`config.mk`:
```
export PLATFORM = sky130hd
export DESIGN_NAME = ram_arbiter_flat
export DESIGN_NICKNAME = d
export VERILOG_FILES = /design/src/rtl/ram_arbiter_if.sv /design/src/rtl/ram_arbiter.sv /design/src/flat_wrapper.sv
export SDC_FILE = /design/constraint.sdc
export NUM_CORES = 1
export LEC_CHECK = 0
export ABC_AREA = 1
export BUFFER_PORTS_ARGS = -buffer_cell sky130_fd_sc_hd__buf_2
export CAP_MARGIN = 20
export CELL_PAD_IN_SITES_DETAIL_PLACEMENT = 1
export CELL_PAD_IN_SITES_GLOBAL_PLACEMENT = 2
export CORE_ASPECT_RATIO = 0.9
export CORE_MARGIN = 2
export CORE_UTILIZATION = 23
export CTS_BUF_LIST = sky130_fd_sc_hd__clkbuf_16
export CTS_CLUSTER_DIAMETER = 40
export DETAILED_ROUTE_END_ITERATION = 16
export PLACE_DENSITY_LB_ADDON = 0.1
export SLEW_MARGIN = 20
export SYNTH_ARGS = -nofsm -noshare
export SYNTH_HDL_FRONTEND = slang
export SYNTH_SLANG_ARGS = --single-unit
```
`constraint.sdc`:
```
create_clock -name clk -period 1.25 [get_ports clk]
set_input_delay 0.0625 -clock clk [delete_from_list [all_inputs] [get_ports clk]]
set_output_delay 0.0625 -clock clk [all_outputs]
set_load 0.05 [all_outputs]
```
`src/rtl/ram_arbiter_if.sv`:
```
// Requester and RAM-side signal bundle for ram_arbiter.
// The arbiter uses the slave modport; requesters and the RAM model use master.
interface ram_arbiter_if #(
  parameter int DATA_BITS = 8,
  parameter int ADDR_BITS = 5
);
  logic                 REQ_A, REQ_B;
  logic                 WE_A, WE_B;
  logic [ADDR_BITS-1:0] ADDR_A, ADDR_B;
  logic [DATA_BITS-1:0] WDATA_A, WDATA_B;
  logic                 ACK_A, ACK_B;
  logic [DATA_BITS-1:0] RDATA_A, RDATA_B;
  logic                 BUSY;
  logic                 GRANT;
  logic [ADDR_BITS-1:0] RAM_ADDR;
  logic [DATA_BITS-1:0] RAM_DATA_IN;
  logic                 RAM_WRITE;
  logic [DATA_BITS-1:0] RAM_DATA_OUT;

  modport slave (
    input  REQ_A, REQ_B, WE_A, WE_B, ADDR_A, ADDR_B, WDATA_A, WDATA_B, RAM_DATA_OUT,
    output ACK_A, ACK_B, RDATA_A, RDATA_B, BUSY, GRANT, RAM_ADDR, RAM_DATA_IN, RAM_WRITE
  );

  modport master (
    output REQ_A, REQ_B, WE_A, WE_B, ADDR_A, ADDR_B, WDATA_A, WDATA_B, RAM_DATA_OUT,
    input  ACK_A, ACK_B, RDATA_A, RDATA_B, BUSY, GRANT, RAM_ADDR, RAM_DATA_IN, RAM_WRITE
  );
endinterface

```
`src/rtl/ram_arbiter.sv`:
```
// Two-requester round-robin arbiter for a single-port RAM with registered read data.
// Every transaction takes IDLE -> ACCESS -> WAIT -> DONE, so ACK lands 3 cycles after grant.
module ram_arbiter #(
  parameter int DATA_BITS = 8,
  parameter int ADDR_BITS = 5
) (
  input  logic          clk,
  input  logic          rst_n,
  ram_arbiter_if.slave  bus
);
  typedef enum logic [1:0] {IDLE, ACCESS, WAIT, DONE} state_t;

  state_t               state_q, state_d;
  logic                 prio_q, prio_d;
  logic                 grant_q, grant_d;
  logic                 we_q, we_d;
  logic [ADDR_BITS-1:0] addr_q, addr_d;
  logic [DATA_BITS-1:0] wdata_q, wdata_d;
  logic [DATA_BITS-1:0] rdata_a_q, rdata_a_d;
  logic [DATA_BITS-1:0] rdata_b_q, rdata_b_d;
  logic                 winner;

  // 0 = A, 1 = B; prio only matters on a tie
  assign winner = (bus.REQ_A && bus.REQ_B) ? prio_q : bus.REQ_B;

  always_comb begin
    state_d   = state_q;
    prio_d    = prio_q;
    grant_d   = grant_q;
    we_d      = we_q;
    addr_d    = addr_q;
    wdata_d   = wdata_q;
    rdata_a_d = rdata_a_q;
    rdata_b_d = rdata_b_q;
    case (state_q)
      IDLE: begin
        if (bus.REQ_A || bus.REQ_B) begin
          state_d = ACCESS;
          grant_d = winner;
          prio_d  = ~winner;
          we_d    = winner ? bus.WE_B    : bus.WE_A;
          addr_d  = winner ? bus.ADDR_B  : bus.ADDR_A;
          wdata_d = winner ? bus.WDATA_B : bus.WDATA_A;
        end
      end
      ACCESS: state_d = WAIT;
      WAIT: begin
        state_d = DONE;
        // RAM_DATA_OUT now holds the word addressed during ACCESS
        if (!we_q) begin
          if (grant_q) rdata_b_d = bus.RAM_DATA_OUT;
          else         rdata_a_d = bus.RAM_DATA_OUT;
        end
      end
      DONE:    state_d = IDLE;
      default: state_d = IDLE;
    endcase
  end

  always_ff @(posedge clk or negedge rst_n) begin
    if (!rst_n) begin
      state_q   <= IDLE;
      prio_q    <= 1'b0;
      grant_q   <= 1'b0;
      we_q      <= 1'b0;
      addr_q    <= '0;
      wdata_q   <= '0;
      rdata_a_q <= '0;
      rdata_b_q <= '0;
    end else begin
      state_q   <= state_d;
      prio_q    <= prio_d;
      grant_q   <= grant_d;
      we_q      <= we_d;
      addr_q    <= addr_d;
      wdata_q   <= wdata_d;
      rdata_a_q <= rdata_a_d;
      rdata_b_q <= rdata_b_d;
    end
  end

  // Outputs decode straight from flops so reset clears them asynchronously
  assign bus.ACK_A       = (state_q == DONE) && !grant_q;
  assign bus.ACK_B       = (state_q == DONE) &&  grant_q;
  assign bus.BUSY        = (state_q != IDLE);
  assign bus.GRANT       = grant_q;
  assign bus.RAM_WRITE   = (state_q == ACCESS) && we_q;
  assign bus.RAM_ADDR    = addr_q;
  assign bus.RAM_DATA_IN = wdata_q;
  assign bus.RDATA_A     = rdata_a_q;
  assign bus.RDATA_B     = rdata_b_q;
endmodule

```
`src/flat_wrapper.sv`:
```
// flat-port wrapper written by rule: the top's interface ports become plain ports
module ram_arbiter_flat 
#(
  parameter int DATA_BITS = 8,
  parameter int ADDR_BITS = 5
)
  (clk, rst_n, bus_REQ_A, bus_REQ_B, bus_WE_A, bus_WE_B, bus_ADDR_A, bus_ADDR_B, bus_WDATA_A, bus_WDATA_B, bus_RAM_DATA_OUT, bus_ACK_A, bus_ACK_B, bus_RDATA_A, bus_RDATA_B, bus_BUSY, bus_GRANT, bus_RAM_ADDR, bus_RAM_DATA_IN, bus_RAM_WRITE);
  ram_arbiter_if #(.DATA_BITS(DATA_BITS), .ADDR_BITS(ADDR_BITS)) bus_i ();
  input  logic clk;
  input  logic rst_n;
  input wire logic [$bits(bus_i.REQ_A)-1:0] bus_REQ_A;
  input wire logic [$bits(bus_i.REQ_B)-1:0] bus_REQ_B;
  input wire logic [$bits(bus_i.WE_A)-1:0] bus_WE_A;
  input wire logic [$bits(bus_i.WE_B)-1:0] bus_WE_B;
  input wire logic [$bits(bus_i.ADDR_A)-1:0] bus_ADDR_A;
  input wire logic [$bits(bus_i.ADDR_B)-1:0] bus_ADDR_B;
  input wire logic [$bits(bus_i.WDATA_A)-1:0] bus_WDATA_A;
  input wire logic [$bits(bus_i.WDATA_B)-1:0] bus_WDATA_B;
  input wire logic [$bits(bus_i.RAM_DATA_OUT)-1:0] bus_RAM_DATA_OUT;
  output wire logic [$bits(bus_i.ACK_A)-1:0] bus_ACK_A;
  output wire logic [$bits(bus_i.ACK_B)-1:0] bus_ACK_B;
  output wire logic [$bits(bus_i.RDATA_A)-1:0] bus_RDATA_A;
  output wire logic [$bits(bus_i.RDATA_B)-1:0] bus_RDATA_B;
  output wire logic [$bits(bus_i.BUSY)-1:0] bus_BUSY;
  output wire logic [$bits(bus_i.GRANT)-1:0] bus_GRANT;
  output wire logic [$bits(bus_i.RAM_ADDR)-1:0] bus_RAM_ADDR;
  output wire logic [$bits(bus_i.RAM_DATA_IN)-1:0] bus_RAM_DATA_IN;
  output wire logic [$bits(bus_i.RAM_WRITE)-1:0] bus_RAM_WRITE;
  assign bus_i.REQ_A = bus_REQ_A;
  assign bus_i.REQ_B = bus_REQ_B;
  assign bus_i.WE_A = bus_WE_A;
  assign bus_i.WE_B = bus_WE_B;
  assign bus_i.ADDR_A = bus_ADDR_A;
  assign bus_i.ADDR_B = bus_ADDR_B;
  assign bus_i.WDATA_A = bus_WDATA_A;
  assign bus_i.WDATA_B = bus_WDATA_B;
  assign bus_i.RAM_DATA_OUT = bus_RAM_DATA_OUT;
  assign bus_ACK_A = bus_i.ACK_A;
  assign bus_ACK_B = bus_i.ACK_B;
  assign bus_RDATA_A = bus_i.RDATA_A;
  assign bus_RDATA_B = bus_i.RDATA_B;
  assign bus_BUSY = bus_i.BUSY;
  assign bus_GRANT = bus_i.GRANT;
  assign bus_RAM_ADDR = bus_i.RAM_ADDR;
  assign bus_RAM_DATA_IN = bus_i.RAM_DATA_IN;
  assign bus_RAM_WRITE = bus_i.RAM_WRITE;
  ram_arbiter #(.DATA_BITS(DATA_BITS), .ADDR_BITS(ADDR_BITS)) u_core (.clk(clk), .rst_n(rst_n), .bus(bus_i));
endmodule
```
==> flow_summary.toml, run 1 <==
[drt]
drtIter0Drc = 40
routedWlPerCell_um = 12.4
ant_nets = 0
route.detailed.drc = 0
viasPerCell = 4.14
num_vias = 1627
drt-total-wl_mm = 4.86
drtPass1Iterations = 4

[sta]
drv_slew = 0
worst_pin_slew_ns = 0.379
hold_viol_final = 0
setup_ws_ns = -0.0229
fin_crit_ns = 1.27
clock_skew_ns = 0.00563
setup_tns_ns = -0.0574
fmax_mhz = 786
slew_headroom_pct = 74.7
period_share_pct = 102
finalSetupViolCount = 3
rsz0062_at_grt = "yes"

[worst_setup_path]
critPathKind = "flop to output pin"
worstPathRequired_ns = 1.19
start_kind = "flop"
endpoint_kind = "output pin"
slowest_stage = "dfrtp_1"
crit_fanout = 2
crit_top_cell = "inv_2"
critPathTopFamily = "buffers and inverters"
crit_chain = "inv_2 > buf_6 > ha_4 > nand2_2 > inv_2 > buf_8"
cp.arrival_ns = 1.21
cp.buffers_inverters = 4
cp_slowest_stage_delay_ns = 0.38

[pwr]
p_int_mw = 3.78
clkPwrFrac_pct = 14.7
switching_share_pct = 51.1
vdd_drop_max_mv = 1.05
p_sw_mw = 3.95
power_frac_seq_pct = 25.9
p_leak_nw = 1.46
power.density_nw_per_um2 = 2970
pwr-share-comb_pct = 59.5

[floorplanning]
pin_count = 74
initial_core_util_pct = 24.0
die_height_um = 85.9
die_w_um = 95.0
dieArea_um2 = 8170
rows = 29
core_area_um2 = 7150

[clock_network]
worstSkewPairLatency_ns = 0.28
cts_tree = "built"
cts_made_buffers = 5
cts-root-buf = "clkbuf_16"
clk_path_buf_depth = 2
h-tree-depth = 2
path_clk_slew_ns = 0.05
cts_sinks = 34

[placement]
gp_congestion = 0.689
port_buffers = 73
hpwlAfterDp_mm = 3.65
dp_worst_setup_slack_ns = -0.0101

[logic_synthesis]
yosys-top-cells-area = "dfrtp_1, nand2_1, inv_1"
synthTopCellsByCount = "nand2_1, inv_1, dfrtp_1"
syn-instance-count = 212
netlist_area_um2 = 1720
synth_edf_count = 0
async_reset_ff_share_pct = 100
synth.avg_cell_area_um2 = 8.09
yosysWarnings = 0
syn_nets = 256
synth-seq-cells = 34
yosysMostFrequentCell = "nand2_1"
synth-seq-area-share_pct = 49.6
synth_top_area_share_pct = 49.6
ys.flop_type = "dfrtp_1"
synthDistinctLibCells = 15
synth.largest_area_cell = "dfrtp_1"

[cells_and_area]
fin_nets = 343
insertedDiodeCount = 0
final_core_util_pct = 36.5
area_growth_pct = 51.9
drive_gt1_share_pct = 42.7

[global_routing]
grt_antenna_before_repair = 0
grt_pass1_vias = 1678
grt_start_max_net_pins = 22
grt_usage_pct = 13.1
overflow = 0
grt_pass1_wl_mm = 8.16

[status]
violations = "setup timing"
status = "finished with violations"

[worst_hold_path]
hold_class = "input pin to flop"

[run]
max_cap_violations = 0
[routing by layer]
metal / global-route usage (%) / wire, µm / vias up
met1: 17.0 / 2330 / 766
met3: 3.78 / 232 / 5
met5: 0 / 0 / -
met4: 3.95 / 60 / 0
met2: 21.0 / 2240 / 36
li1: - / - / 820
[stage by stage]
| stage | instances | power, mW | area [µm²] | hold WS [ns] |
|---|---|---|---|---|
| 2_1_floorplan | 212 | 4.99 | 1720 | -0.233 |
| 3_5_place_dp | 380 | 6.20 | 2270 | 0.00484 |
| 3_3_place_gp | 380 | 6.17 | 2270 | 0.000703 |
| 6_report | 393 | 7.74 | 2610 | 0.0499 |
| 4_1_cts | 391 | 7.67 | 2510 | 0.0480 |
| 5_1_grt | 393 | 8.30 | 2610 | 0.0560 |
[sequential cells by signal, indices dropped and copies added (netlist names)]
signal                  count
u_core.bus.RAM_ADDR         5
u_core.bus.RAM_DATA_IN      8
u_core.we_q                 1
u_core.bus.GRANT            1
u_core.state_q              2
u_core.bus.RDATA_A          8
u_core.prio_q               1
u_core.bus.RDATA_B          8
[cell type report]
type	count	area, µm²
multi-input cells	124	736
clock buffers	5	125
clock inverters	3	12.5
flip-flops and latches	34	852
fillers	860	4540
well taps	93	116
repair buffers	88	588
inverters	46	176
[power by group through the flow]
| stage | Clock (mW) | Sequential, mW | Combinational (mW) |
|---|---|---|---|
| 6_report | 1.14 | 2.00 | 4.60 |
| 5_1_grt | 1.24 | 2.09 | 4.97 |
| 4_1_cts | 1.19 | 2.02 | 4.46 |
| 3_5_place_dp | 0 | 2.02 | 4.19 |
| 3_3_place_gp | 0 | 2.01 | 4.15 |
| 2_1_floorplan | 0 | 3.66 | 1.34 |
[repair_timing]
item,CTS,global route
setup buffers,2,1
pin swaps,3,14
gates cloned,0,1
hold buffers,1,0
hold endpoints to repair,13,0
gates resized for setup,23,15
endpoints found under the setup margin,10,30
[kinds of logic after synthesis]
| kind of cell | Yosys count | synth area share [%] |
|---|---|---|
| and+or+nand+nor | 98 | 27.0 |
| buffers and inverters | 54 | 13.4 |
| AOI/OAI and AO/OA | 22 | 7.08 |
| DFF | 34 | 49.6 |
| adders and majority gates | 4 | 2.92 |
[final timing paths]
check	from	end	slack (ns)	depth (start not counted)
max	u_core.state_q[1]	bus_RAM_WRITE	-0.02	6
min	bus_RAM_DATA_OUT[6]	u_core.bus.RDATA_A[6]	0.05	3
max reg2reg	u_core.state_q[0]	u_core.bus.RDATA_B[0]	0.01	6
min reg2reg	u_core.bus.RAM_ADDR[3]	u_core.bus.RAM_ADDR[3]	0.46	2
max in group asynchronous	rst_n	u_core.bus.GRANT	0.57	3
min in group asynchronous	rst_n	u_core.prio_q	0.23	2
[layout by cell type, fill, tap and decap left out]
master	Yosys	layout
dfrtp_1	34	33
o21ai_2	0	1
nand3_2	10	13
nand3_1	19	14
nor2_2	0	1
nand3b_1	1	1
o21ai_1	0	2
nand2_4	0	1
ha_4	0	3
o21ai_4	1	1
ha_2	0	1
buf_2	4	69
nand2_1	64	60
buf_8	0	1
dlygate4sd3_1	0	1
buf_4	2	6
inv_1	45	41
clkbuf_16	0	6
o21ai_0	21	18
nand2_2	2	5
inv_2	1	5
dfrtp_2	0	1
nor2_1	2	1
clkinvlp_4	0	1
clkinv_2	0	1
clkinv_1	0	1
buf_6	2	6
nand3_4	0	2
buf_12	0	4
[worst reg2reg max path: stages, from the launching register on]
cell and delay (ns):
dfrtp_1 0.40, inv_2 0.10, ha_2 0.20, nand3b_1 0.13, buf_12 0.17, nand2_1 0.05
o21ai_0 0.07
Power figures use the tool's default switching activity.
==> run 2: changes to the inputs <==
--- a/config.mk
+++ b/config.mk
@@ -11,7 +11,6 @@
 export CELL_PAD_IN_SITES_DETAIL_PLACEMENT = 1
 export CELL_PAD_IN_SITES_GLOBAL_PLACEMENT = 2
 export CORE_ASPECT_RATIO = 0.9
-export CORE_MARGIN = 2
 export CORE_UTILIZATION = 23
 export CTS_BUF_LIST = sky130_fd_sc_hd__clkbuf_16
 export CTS_CLUSTER_DIAMETER = 40
==> run 2 against run 1 <==
Effect of this change: the flow still finishes with violations (setup timing); cell area increased by 6.0%; core utilization increased by 2.2 points; sequential power increased by 5%; clock power about the same; via count increased by 2.2%; total power increased by 8.2%; highest routed layer unchanged.
==> flow_summary.toml, run 2 (synthesized netlist as in run 1, its figures left out) <==
[floorplanning]
pin_count = 74
rows = 29
core_area_um2 = 7150
dieArea_um2 = 7810
initial_core_util_pct = 24.0
die_height_um = 83.9
die_w_um = 93.0

[global_routing]
grt.met1_usage_pct = 17.5
grt_pass1_vias = 1701
grt_usage_pct = 13.3
grt_antenna_before_repair = 0
grt-busiest-layer = "met2"
grt_pass1_wl_mm = 8.17
met2_usage_pct = 21.7
overflow = 0
grt_start_max_net_pins = 21
met3_usage_pct = 3.64

[drt]
route.detailed.drc = 0
routedWlPerCell_um = 12.8
drtIter0Drc = 26
viasPerCell = 4.19
drtPass1Iterations = 2
drt-total-wl_mm = 5.08
ant_nets = 0
num_vias = 1662

[worst_setup_path]
critPathKind = "flop to output pin"
crit_chain = "inv_2 > buf_6 > ha_4 > nand2_2 > inv_2 > buf_8"
slowest_stage = "dfrtp_1"
crit_fanout = 2
cp.arrival_ns = 1.26
start_kind = "flop"
endpoint_kind = "output pin"
cp_slowest_stage_delay_ns = 0.40
worstPathRequired_ns = 1.19
crit_top_cell = "inv_2"

[cells_and_area]
regArea_um2 = 852
layout.cells.non_filler = 397
fin_nets = 347
mostFrequentLayoutCells = "buf_2, nand2_1, inv_1, dfrtp_1, nand3_2"
area_growth_pct = 61.1
layout_commonest_cell = "buf_2"
multi_input_area_um2 = 848
drive_gt1_share_pct = 52.0
stdcell_area_um2 = 2760
insertedDiodeCount = 0
nFillCells = 851

[sta]
fmax_mhz = 755
drv_slew = 0
fin_crit_ns = 1.32
clock_skew_ns = 0.00931
setup_ws_ns = -0.0739
rsz0062_at_grt = "yes"
finalSetupViolCount = 17
worst_pin_slew_ns = 0.479
hold_viol_final = 0
setup_tns_ns = -0.603
slew_headroom_pct = 68.1
period_share_pct = 106

[worst_hold_path]
hold_class = "input pin to flop"

[clock_network]
path_clk_slew_ns = 0.06
cts_tree = "built"
worstSkewPairLatency_ns = 0.28
h-tree-depth = 2
cts_sinks = 34
cts-root-buf = "clkbuf_16"
clk_path_buf_depth = 2
cts_made_buffers = 5

[pwr]
p_total_mw = 8.37
vdd_drop_max_mv = 1.43
power.density_nw_per_um2 = 3030
p_leak_nw = 1.52

[placement]
hpwlAfterDp_mm = 3.61
place_area_um2 = 2250
port_buffers = 73
gp_congestion = 0.701
place_inst = 381
dp_worst_setup_slack_ns = -0.0327

[status]
status = "finished with violations"
violations = "setup timing"

[run]
max_cap_violations = 0
==> run 2: changes by cell type in the layout (fill, tap and decap cells not counted), sizes merged <==
cell / previous run / this run
buf: 86 / 89
clkbuf: 6 / 7
==> run 2: final cells by class <==
cell class                      count  share of cell area, %
Tap cell                           93                   4.21
Multi-Input combinational cell    124                   30.7
Sequential cell                    34                   30.8
Clock buffer                        5                   4.53
Inverter                           46                   6.39
Timing Repair Buffer               92                   22.8
Clock inverter                      3                  0.498
==> run 2: layer usage <==
layer,part of all wire (%),wire length (µm),vias to the layer above
met1,48,2440,791
met3,3.5,178,5
met2,48,2430,38
met5,0,0,-
li1,-,-,828
met4,0.69,35,0
==> run 2: stage by stage <==
| step | hold WS (ns) | utilization, % |
|---|---|---|
| finish | 0.0430 | 38.6 |
| global route | 0.0522 | 38.6 |
| CTS | 0.0506 | 35.1 |
| detailed placement | 0.0430 | 31.5 |
| global placement | 0.0476 | 31.5 |
| floorplan | -0.233 | - |
==> run 2: report_power, final <==
group	switching [mW]	internal (mW)	leakage [nW]
Sequential	0.428	1.67	0.413
Combinational	3.42	1.68	1.03
Clock	0.448	0.722	0.0748
==> run 2: path summary, 6_finish.rpt <==
kind | start | to | slack (ns) | cells after the start
worst max register to register | u_core.state_q[1] | u_core.bus.RDATA_B[3] | -0.06 | 6
worst min-delay path | bus_RAM_DATA_OUT[5] | u_core.bus.RDATA_B[5] | 0.04 | 3
min in group asynchronous | rst_n | u_core.bus.RAM_ADDR[3] | 0.27 | 2
worst max-delay path | u_core.state_q[1] | bus_RAM_WRITE | -0.07 | 6
worst min register to register | u_core.bus.RAM_ADDR[2] | u_core.bus.RAM_ADDR[2] | 0.47 | 2
max in group asynchronous | rst_n | u_core.bus.RDATA_B[4] | 0.41 | 3
==> run 2: critical path, delay by kind of cell, from the launching register on <==
kind | cells | cell delay [ns]
flip-flops | 1 | 0.40
AND/OR/NAND/NOR | 1 | 0.06
buffers and inverters | 4 | 0.38
adder cells (fa/ha/maj) | 1 | 0.14
==> run 2: repair_timing <==
action | in CTS | in global routing
cloned | 0 | 3
endpoints found under the setup margin | 20 | 36
pin swaps | 2 | 27
resized for setup | 22 | 69
endpoints found under the hold margin | 18 | 0
hold buffers | 1 | 0
setup buffers | 2 | 2
==> run 3: changes to the inputs <==
==> constraint.sdc (replaced) <==
create_clock -name clk -period 1.07 [get_ports clk]
set_input_delay 0.0535 -clock clk [delete_from_list [all_inputs] [get_ports clk]]
set_output_delay 0.0535 -clock clk [all_outputs]
set_load 0.05 [all_outputs]
==> run 3 against run 2 <==
Effect of this change: the flow still finishes with violations (setup timing); critical path depth fell by 2; total power up 18%; register-to-register slack worse by 0.10 ns; setup slack worse by 0.16 ns; global-route usage rose by 0.41 points; clock skew fell by 0.0060 ns; critical path type unchanged; clock-buffer cell count did not move; cell area up 1.2%; die area unchanged.
==> flow_summary.toml, run 3 (synthesized netlist as in run 1, its figures left out) <==
[drt]
viasPerCell = 4.16
route.detailed.drc = 0
routedWlPerCell_um = 12.7
drtPass1Iterations = 4
drt-total-wl_mm = 5.01
ant_nets = 0
drtIter0Drc = 44
num_vias = 1638

[pwr]
power.density_nw_per_um2 = 3530
p_total_mw = 9.86
p_sw_mw = 5.06
vdd_drop_max_mv = 1.83
switching_share_pct = 51.3
power_frac_seq_pct = 24.5
p_leak_nw = 1.52
pwr-share-comb_pct = 61.7
p_int_mw = 4.80
clkPwrFrac_pct = 13.8

[floorplanning]
die_height_um = 83.9
core_area_um2 = 7150
initial_core_util_pct = 24.0
die_w_um = 93.0
dieArea_um2 = 7810
rows = 29
pin_count = 74

[sta]
finalSetupViolCount = 38
hold_viol_final = 0
worst_pin_slew_ns = 0.400
clock_skew_ns = 0.00333
setup_ws_ns = -0.230
period_share_pct = 122
slew_headroom_pct = 73.3
hold_ws_ns = 0.0372
rsz0062_at_grt = "yes"
fmax_mhz = 769
drv_slew = 0
fin_crit_ns = 1.30

[worst_hold_path]
hold_class = "input pin to flop"

[placement]
port_buffers = 73
gp_congestion = 0.718
hpwlAfterDp_mm = 3.63
place_inst = 382

[worst_setup_path]
slowest_stage = "dfrtp_1"
critPathKind = "flop to output pin"
crit_fanout = 4
cp_slowest_stage_delay_ns = 0.40
endpoint_kind = "output pin"
cp.arrival_ns = 1.25
start_kind = "flop"
crit_chain = "inv_2 > ha_4 > clkinvlp_4 > buf_6"
worstPathRequired_ns = 1.02

[clock_network]
cts_sinks = 34
cts-root-buf = "clkbuf_16"
cts_tree = "built"
clk_path_buf_depth = 2
worstSkewPairLatency_ns = 0.27
h-tree-depth = 2
path_clk_slew_ns = 0.05
cts_made_buffers = 5

[status]
violations = "setup timing"
status = "finished with violations"

[run]
max_cap_violations = 0

[cells_and_area]
area_growth_pct = 62.9
layout.cells.non_filler = 394
nFillCells = 833
drive_gt1_share_pct = 52.2
layout_commonest_cell = "buf_2"
multi_input_area_um2 = 877
regArea_um2 = 852
fin_nets = 344
mostFrequentLayoutCells = "buf_2, nand2_1, inv_1, dfrtp_1"
insertedDiodeCount = 0

[global_routing]
grt_start_max_net_pins = 21
grt_usage_pct = 13.7
grt_antenna_before_repair = 0
overflow = 0
grt_pass1_vias = 1760
grt_pass1_wl_mm = 8.31
run 3: changes by cell type in the layout (fill, tap and decap cells not counted), sizes merged:
| cell | delta |
|---|---|
| clkbuf | -1 |
| buf | -2 |
run 3: cell type report:
cell class | count | area share, %
tap | 93 | 4.16
timing repair buffer | 89 | 22.6
clock inverter | 3 | 0.448
inverter | 46 | 6.40
sequential | 34 | 30.5
clock buffer | 5 | 4.48
multi-input combinational | 124 | 31.4
run 3: power groups by stage:
stage	Clock [mW]	Sequential (mW)	Combinational [mW]
CTS	1.41	2.33	5.45
detailed placement	0	2.34	4.98
global route	1.47	2.51	6.51
finish	1.36	2.41	6.08
floorplan	0	4.28	1.58
global placement	0	2.33	4.93
run 3: path summary, 6_finish.rpt:
check | startpoint | endpoint | slack [ns] | cells after the start
min | bus_RAM_DATA_OUT[7] | u_core.bus.RDATA_B[7] | 0.04 | 3
max | u_core.state_q[0] | bus_BUSY | -0.23 | 4
min in group asynchronous | rst_n | u_core.bus.RAM_ADDR[1] | 0.24 | 2
max reg2reg | u_core.state_q[0] | u_core.bus.RAM_DATA_IN[2] | -0.16 | 7
max in group asynchronous | rst_n | u_core.bus.GRANT | 0.38 | 3
min reg2reg | u_core.bus.RAM_DATA_IN[7] | u_core.bus.RAM_DATA_IN[7] | 0.48 | 2
run 3: worst max-delay path, delay by kind of cell (launching register included):
family                   cells  cell delay (ns)
flip-flops                   1             0.40
adder cells (fa/ha/maj)      1             0.19
buffers and inverters        3             0.39
run 3: metrics by stage:
step	instance area, µm²	utilization [%]	setup TNS, ns	worst slack, ns
2_1_floorplan	1730	-	-3.69	-0.167
3_3_place_gp	2290	32.1	-2.94	-0.136
3_5_place_dp	2290	32.1	-4.50	-0.187
4_1_cts	2590	36.2	-4.71	-0.211
5_1_grt	2800	39.1	-6.96	-0.283
6_report	2800	39.1	-4.50	-0.230
run 3: repair_timing:
action                     in CTS  in global routing
hold endpoints to repair       14                  0
gates resized for setup        32                 64
pin swaps                      28                 13
buffers inserted                1                  0
cloned                          1                  1
setup endpoints to repair      39                 38
hold buffers                    1                  0
run 3: metal layers:
metal,global-route usage [%],vias to the layer above,share of wire [%]
met3,2.82,7,3.6
met4,3.78,0,1.0
met1,17.7,775,46
met2,23.1,37,50
met5,0,-,0
li1,-,819,-
